File: src/rtl/vga_pkg.sv
// Shared constants for the display blocks: default 1024x768 timing,
// counter/position widths and the timing generator state type.
package vga_pkg;

  localparam int CNT_W     = 11;
  localparam int POS_W     = 12;
  localparam int CNT_LIMIT = 2048;

  localparam int DEF_H_ACTIVE = 1024;
  localparam int DEF_H_FP     = 24;
  localparam int DEF_H_SYNC   = 136;
  localparam int DEF_H_BP     = 160;
  localparam int DEF_V_ACTIVE = 768;
  localparam int DEF_V_FP     = 3;
  localparam int DEF_V_SYNC   = 6;
  localparam int DEF_V_BP     = 29;

  typedef enum logic {
    TG_RESET = 1'b0,
    TG_RUN   = 1'b1
  } tg_state_e;

endpackage

File: src/rtl/mouse_frame_sync.sv
// Registers raw mouse inputs every cycle and republishes them once per frame,
// generating a single click pulse on a frame-sampled rising button level.
module mouse_frame_sync
  import vga_pkg::*;
(
  input  logic             clk,
  input  logic             rst,
  input  logic             load,
  input  logic [POS_W-1:0] xpos_in,
  input  logic [POS_W-1:0] ypos_in,
  input  logic             mouse_left_in,
  output logic [POS_W-1:0] xpos_out,
  output logic [POS_W-1:0] ypos_out,
  output logic             mouse_left_out,
  output logic             click_out
);

  logic [POS_W-1:0] xpos_raw_q, xpos_raw_d;
  logic [POS_W-1:0] ypos_raw_q, ypos_raw_d;
  logic             left_raw_q, left_raw_d;
  logic [POS_W-1:0] xpos_q, xpos_d;
  logic [POS_W-1:0] ypos_q, ypos_d;
  logic             left_q, left_d;
  logic             click_q, click_d;

  always_comb begin
    xpos_raw_d = xpos_in;
    ypos_raw_d = ypos_in;
    left_raw_d = mouse_left_in;
    xpos_d     = xpos_q;
    ypos_d     = ypos_q;
    left_d     = left_q;
    click_d    = 1'b0;
    // left_q still holds the previous frame's level when load is high
    if (load) begin
      xpos_d  = xpos_raw_q;
      ypos_d  = ypos_raw_q;
      left_d  = left_raw_q;
      click_d = left_raw_q & ~left_q;
    end
  end

  always_ff @(posedge clk) begin
    if (!rst) begin
      xpos_raw_q <= '0;
      ypos_raw_q <= '0;
      left_raw_q <= 1'b0;
      xpos_q     <= '0;
      ypos_q     <= '0;
      left_q     <= 1'b0;
      click_q    <= 1'b0;
    end else begin
      xpos_raw_q <= xpos_raw_d;
      ypos_raw_q <= ypos_raw_d;
      left_raw_q <= left_raw_d;
      xpos_q     <= xpos_d;
      ypos_q     <= ypos_d;
      left_q     <= left_d;
      click_q    <= click_d;
    end
  end

  assign xpos_out       = xpos_q;
  assign ypos_out       = ypos_q;
  assign mouse_left_out = left_q;
  assign click_out      = click_q;

endmodule

File: src/rtl/vga_timing_gen.sv
// VGA raster timing: pixel/line counters with registered, zero-skew sync and
// blank decode, plus frame-synchronous mouse state republishing.
module vga_timing_gen
  import vga_pkg::*;
#(
  parameter int H_ACTIVE = DEF_H_ACTIVE,
  parameter int H_FP     = DEF_H_FP,
  parameter int H_SYNC   = DEF_H_SYNC,
  parameter int H_BP     = DEF_H_BP,
  parameter int V_ACTIVE = DEF_V_ACTIVE,
  parameter int V_FP     = DEF_V_FP,
  parameter int V_SYNC   = DEF_V_SYNC,
  parameter int V_BP     = DEF_V_BP
) (
  input  logic        clk,
  input  logic        rst,
  input  logic [11:0] xpos_in,
  input  logic [11:0] ypos_in,
  input  logic        mouse_left_in,
  output logic [10:0] hcount_out,
  output logic [10:0] vcount_out,
  output logic        hsync_out,
  output logic        hblnk_out,
  output logic        vsync_out,
  output logic        vblnk_out,
  output logic        frame_start,
  output logic [11:0] xpos_out,
  output logic [11:0] ypos_out,
  output logic        mouse_left_out,
  output logic        click_out
);

  localparam int H_TOTAL = H_ACTIVE + H_FP + H_SYNC + H_BP;
  localparam int V_TOTAL = V_ACTIVE + V_FP + V_SYNC + V_BP;

  if (H_TOTAL > CNT_LIMIT || V_TOTAL > CNT_LIMIT) begin : g_bad_timing
    $error("vga_timing_gen: H_TOTAL/V_TOTAL exceed 11-bit counter range");
  end

  localparam logic [CNT_W-1:0] H_LAST     = CNT_W'(H_TOTAL - 1);
  localparam logic [CNT_W-1:0] V_LAST     = CNT_W'(V_TOTAL - 1);
  localparam logic [CNT_W-1:0] H_BLNK_BEG = CNT_W'(H_ACTIVE);
  localparam logic [CNT_W-1:0] H_SYNC_BEG = CNT_W'(H_ACTIVE + H_FP);
  localparam logic [CNT_W-1:0] H_SYNC_END = CNT_W'(H_ACTIVE + H_FP + H_SYNC - 1);
  localparam logic [CNT_W-1:0] V_BLNK_BEG = CNT_W'(V_ACTIVE);
  localparam logic [CNT_W-1:0] V_SYNC_BEG = CNT_W'(V_ACTIVE + V_FP);
  localparam logic [CNT_W-1:0] V_SYNC_END = CNT_W'(V_ACTIVE + V_FP + V_SYNC - 1);

  tg_state_e        state_q, state_d;
  logic [CNT_W-1:0] hcount_q, hcount_d;
  logic [CNT_W-1:0] vcount_q, vcount_d;
  logic             hsync_q, hsync_d;
  logic             hblnk_q, hblnk_d;
  logic             vsync_q, vsync_d;
  logic             vblnk_q, vblnk_d;
  logic             frame_start_q, frame_start_d;

  // Decode works on the next counter values so every output lands on the
  // same edge as the counters; TG_RESET makes the first running cycle (0,0).
  always_comb begin
    state_d  = state_q;
    hcount_d = hcount_q;
    vcount_d = vcount_q;
    if (state_q == TG_RESET) begin
      state_d  = TG_RUN;
      hcount_d = '0;
      vcount_d = '0;
    end else if (hcount_q == H_LAST) begin
      hcount_d = '0;
      vcount_d = (vcount_q == V_LAST) ? '0 : vcount_q + CNT_W'(1);
    end else begin
      hcount_d = hcount_q + CNT_W'(1);
    end
    hblnk_d       = (hcount_d >= H_BLNK_BEG);
    hsync_d       = (hcount_d >= H_SYNC_BEG) && (hcount_d <= H_SYNC_END);
    vblnk_d       = (vcount_d >= V_BLNK_BEG);
    vsync_d       = (vcount_d >= V_SYNC_BEG) && (vcount_d <= V_SYNC_END);
    frame_start_d = (hcount_d == '0) && (vcount_d == '0);
  end

  always_ff @(posedge clk) begin
    if (!rst) begin
      state_q       <= TG_RESET;
      hcount_q      <= '0;
      vcount_q      <= '0;
      hsync_q       <= 1'b0;
      hblnk_q       <= 1'b0;
      vsync_q       <= 1'b0;
      vblnk_q       <= 1'b0;
      frame_start_q <= 1'b0;
    end else begin
      state_q       <= state_d;
      hcount_q      <= hcount_d;
      vcount_q      <= vcount_d;
      hsync_q       <= hsync_d;
      hblnk_q       <= hblnk_d;
      vsync_q       <= vsync_d;
      vblnk_q       <= vblnk_d;
      frame_start_q <= frame_start_d;
    end
  end

  assign hcount_out  = hcount_q;
  assign vcount_out  = vcount_q;
  assign hsync_out   = hsync_q;
  assign hblnk_out   = hblnk_q;
  assign vsync_out   = vsync_q;
  assign vblnk_out   = vblnk_q;
  assign frame_start = frame_start_q;

  mouse_frame_sync u_mouse_frame_sync (
    .clk            (clk),
    .rst            (rst),
    .load           (frame_start_d),
    .xpos_in        (xpos_in),
    .ypos_in        (ypos_in),
    .mouse_left_in  (mouse_left_in),
    .xpos_out       (xpos_out),
    .ypos_out       (ypos_out),
    .mouse_left_out (mouse_left_out),
    .click_out      (click_out)
  );

endmodule

File: config.mk
export PLATFORM = sky130hd
export DESIGN_NAME = vga_timing_gen
export DESIGN_NICKNAME = d
export VERILOG_FILES = /design/src/rtl/vga_pkg.sv /design/src/rtl/mouse_frame_sync.sv /design/src/rtl/vga_timing_gen.sv
export SDC_FILE = /design/constraint.sdc
export NUM_CORES = 1
export LEC_CHECK = 0
export ABC_AREA = 1
export CAP_MARGIN = 20
export CORE_ASPECT_RATIO = 2
export CORE_UTILIZATION = 30
export CTS_CLUSTER_DIAMETER = 80
export DETAILED_ROUTE_END_ITERATION = 16
export GPL_TIMING_DRIVEN = 0
export MAX_ROUTING_LAYER = met4
export PLACE_DENSITY_LB_ADDON = 0.15
export SLEW_MARGIN = 20
export SYNTH_ARGS = -nofsm -noshare
export SYNTH_HDL_FRONTEND = slang
export SYNTH_SLANG_ARGS = --single-unit
export TNS_END_PERCENT = 1
File: constraint.sdc
create_clock -name clk -period 2.3 [get_ports clk]
set_input_delay 0.345 -clock clk [delete_from_list [all_inputs] [get_ports clk]]
set_output_delay 0.345 -clock clk [all_outputs]
set_load 0.05 [all_outputs]
==> impl_metrics.tcl <==
set metrics [dict create \
    r2r_cells 13 \
    dr.pass1.iters 4 \
    start_util 0.3062 \
    setup_violations 0 \
    clk_path_buf_depth 2 \
    grt_use_total 0.1713 \
    synth_area_leaders "dfxtp_1 44%, nand2_1 13%, inv_1 5.4%" \
    core_area_um2 11700 \
    ys_ff_latch 79 \
    path_class "register to register" \
    relSlewSlack 0.5851 \
    wl_met2_um 5349 \
    cts.sinks 79 \
    path_max_fanout 10 \
    antenna_found_initial 0 \
    skew_ns 0.005038 \
    synth_edf_count 0 \
    cts_buffers 9 \
    place_congestion 0.8585 \
    h-tree-depth 3 \
    via_per_inst 4.617 \
    synth_top_area_cell "dfxtp_1" \
    nets 600 \
    place_ws_ns -0.1444 \
    die_x_um 79.28 \
    holdWs_ns 0.4601 \
    min_period_ns 2.165 \
    cp_slowest_cell "dfxtp_4" \
    ys_warn_count 0 \
    power_leakage_uw 0.002133 \
    hold_buffers 0 \
    min_path_cells 2 \
    fp.dieH_um 156.6 \
    drc 0 \
    syn2layout_area_growth_pct 42.04 \
    crit_path_cell_trace "ha_4 -> nand3_4 -> nor2_4 -> nand3_4 -> nand2_2 -> nand2_1 -> nor2_2 -> nand3_2 -> nor2_8 -> buf_12 -> buf_6 -> nand4_1 -> a21oi_1" \
    maxSlewViolCount 0 \
    finalSetupTns_ns 0 \
    p_total_uw 3359 \
    worstMarginPinSlew_ns 0.6223 \
    routed.top_layer "met4" \
    grt_pass1_vias 3315 \
    drt_iter0_markers 157 \
    rows 56 \
    timing.final.ws_setup_ns 0.1347 \
    arrival_ns 2.43 \
    port_buffers 79 \
    overflow 0 \
    clock.fmax_ghz 0.4618 \
    rr_endpoint "u_mouse_frame_sync.ypos_out[1]" \
    ir_worst_vdd_mv 0.4353 \
    async_flop_share 0 \
    syn_area_per_cell_um2 7.641 \
    clk_latency_ns 0.34 \
    run_status "complete, no violations" \
    dp_hpwl_um 7149 \
    ys.flop_type "dfxtp_1" \
    syn_nets 499 \
    cts.clk_slew.worst_paths_ns 0.06 \
    grt_pass1_wl_um 15840 \
    min_from "u_mouse_frame_sync.xpos_raw_q[5]" \
    clockRootBuffer "clkbuf_16" \
    rsz0062_at_grt "yes" \
    yosysMostFrequentCell "nand2_1" \
    hold_viol_final 0 \
    seq_area_frac_synth 0.4413 \
    avgRoutedWirePerCell_um 13.15 \
    synth.distinct_cells 32 \
    max_stage_delay_ns 0.37 \
    cts_tree "done" \
    ant_nets 0 \
    synthCells 469 \
    wl_met1_um 3427 \
    n_antenna_cell 0 \
    period_share 0.9415 \
    hold_path_class "register to register" \
    synthTopCellsByCount "126 x nand2_1, 79 x dfxtp_1, 52 x inv_1, 43 x nor2_1, 30 x nand4_1" \
    grt_max_degree 15 \
    cellPowerDensity_nw_per_um2 660.0 \
    vias 3324 \
    maxCapViolCount 0 \
    wl_met3_um 342 \
    start_kind "register" \
    wl_um 9470 \
    num_io_pins 80 \
    synth.top_cell.area_share 0.4413 \
    cp_common_cell "nand3_4" \
    rrSetupSlack_ns 0.13 \
    timing.rr.start "hcount_out[1]" \
    netlist_area_um2 3583 \
    endpoint_kind "register" \
    dieArea_um2 12410 \
    hold_end "u_mouse_frame_sync.xpos_out[5]" \
    drive_above_1_share 0.2087 \
    worstPathRequired_ns 2.57 \
]
critical path, delay by kind of cell, from the launching register on:
family / cells / cell delay (ns)
flops: 1 / 0.37
compound gates: 1 / 0.15
fa+ha+maj: 1 / 0.16
simple gates: 9 / 1.16
buf+inv: 2 / 0.25
placed cells by master (no fill, tap or decap), types with 5 or more instances in the layout:
cell type and n:
nor2_1 37, nand3_2 8, buf_6 9, buf_4 10
nand3_1 24, nor2_2 11, nand2_2 16, inv_2 6
dfxtp_1 67, nor2_4 6, nand4_1 30, dfxtp_2 9
nand2_1 121, clkdlybuf4s50_1 79, clkbuf_1 9, nor3_1 5
a21oi_2 11, inv_1 51, clkbuf_16 9, a21oi_1 17
cells by family (layout without fill, tap and decap cells):
logic type,Yosys count,in the layout,synth area share
DFF,79,79,0.4413
AOI/OAI and AO/OA,36,36,0.06285
adders and majority gates,3,3,0.01048
and+or+nand+nor,269,269,0.3778
buffers and inverters,78,184,0.09776
xor gates and xnor gates,4,4,0.009778
timing repair:
item,CTS,global route
pin swaps,3,17
resized for setup,7,29
endpoints found under the hold margin,0,0
setup buffers,8,3
endpoints found under the setup margin,21,27
layout make-up:
cell class                 count  area, um2
clock buffer                  10      229.0
tap                          145      181.4
sequential                    79       1604
multi-input combinational    312       1730
buffer                        19      141.4
timing repair buffer          90      885.9
clock inverter                 6      93.84
fill                        1195       6611
inverter                      59      224.0
per-layer routing:
layer | track usage | up-vias
met3 | 0.02799 | 24
met2 | 0.3173 | 86
met5 | - | -
met4 | 0.09351 | 0
li1 | - | 1698
met1 | 0.1640 | 1516
where the power goes:
part	switching (uW)	internal (uW)	total [uW]
Sequential	22.1	1420	1440
Clock	603	959	1560
Combinational	212	148	360
flip-flops by register name (all words and copies together) (netlist names):
signal                             cells
u_mouse_frame_sync.click_out           1
u_mouse_frame_sync.left_raw_q          1
state_q                                1
hsync_out                              1
u_mouse_frame_sync.xpos_raw_q         12
hcount_out                            11
vcount_out                            11
u_mouse_frame_sync.ypos_raw_q         12
hblnk_out                              1
vblnk_out                              1
u_mouse_frame_sync.xpos_out           12
frame_start                            1
u_mouse_frame_sync.ypos_out           12
vsync_out                              1
u_mouse_frame_sync.mouse_left_out      1
worst max path at each step:
stage,slack [ns],endpoint,depth (start not counted),startpoint
final,0.13,u_mouse_frame_sync.ypos_out[1],13,hcount_out[1]
after global routing,-0.03,u_mouse_frame_sync.ypos_out[4],14,vcount_out[1]
after CTS,0.01,u_mouse_frame_sync.ypos_out[4],13,hcount_out[0]
after detailed placement,-0.14,u_mouse_frame_sync.ypos_out[6],13,hcount_out[0]
after global placement,-0.15,u_mouse_frame_sync.ypos_out[6],13,hcount_out[0]
after floorplan,0.02,u_mouse_frame_sync.xpos_out[0],14,hcount_out[0]
metrics by stage:
stage                     instance area (um2)  std cells  utilization
after global routing                     5090        720       0.4350
after CTS                                4989        717       0.4263
after detailed placement                 4564        693       0.3901
after global placement                   4564        693       0.3901
final                                    5090        720       0.4350
after floorplan                          3592        469            -
Note: power is estimated with default switching activity, not from simulation.
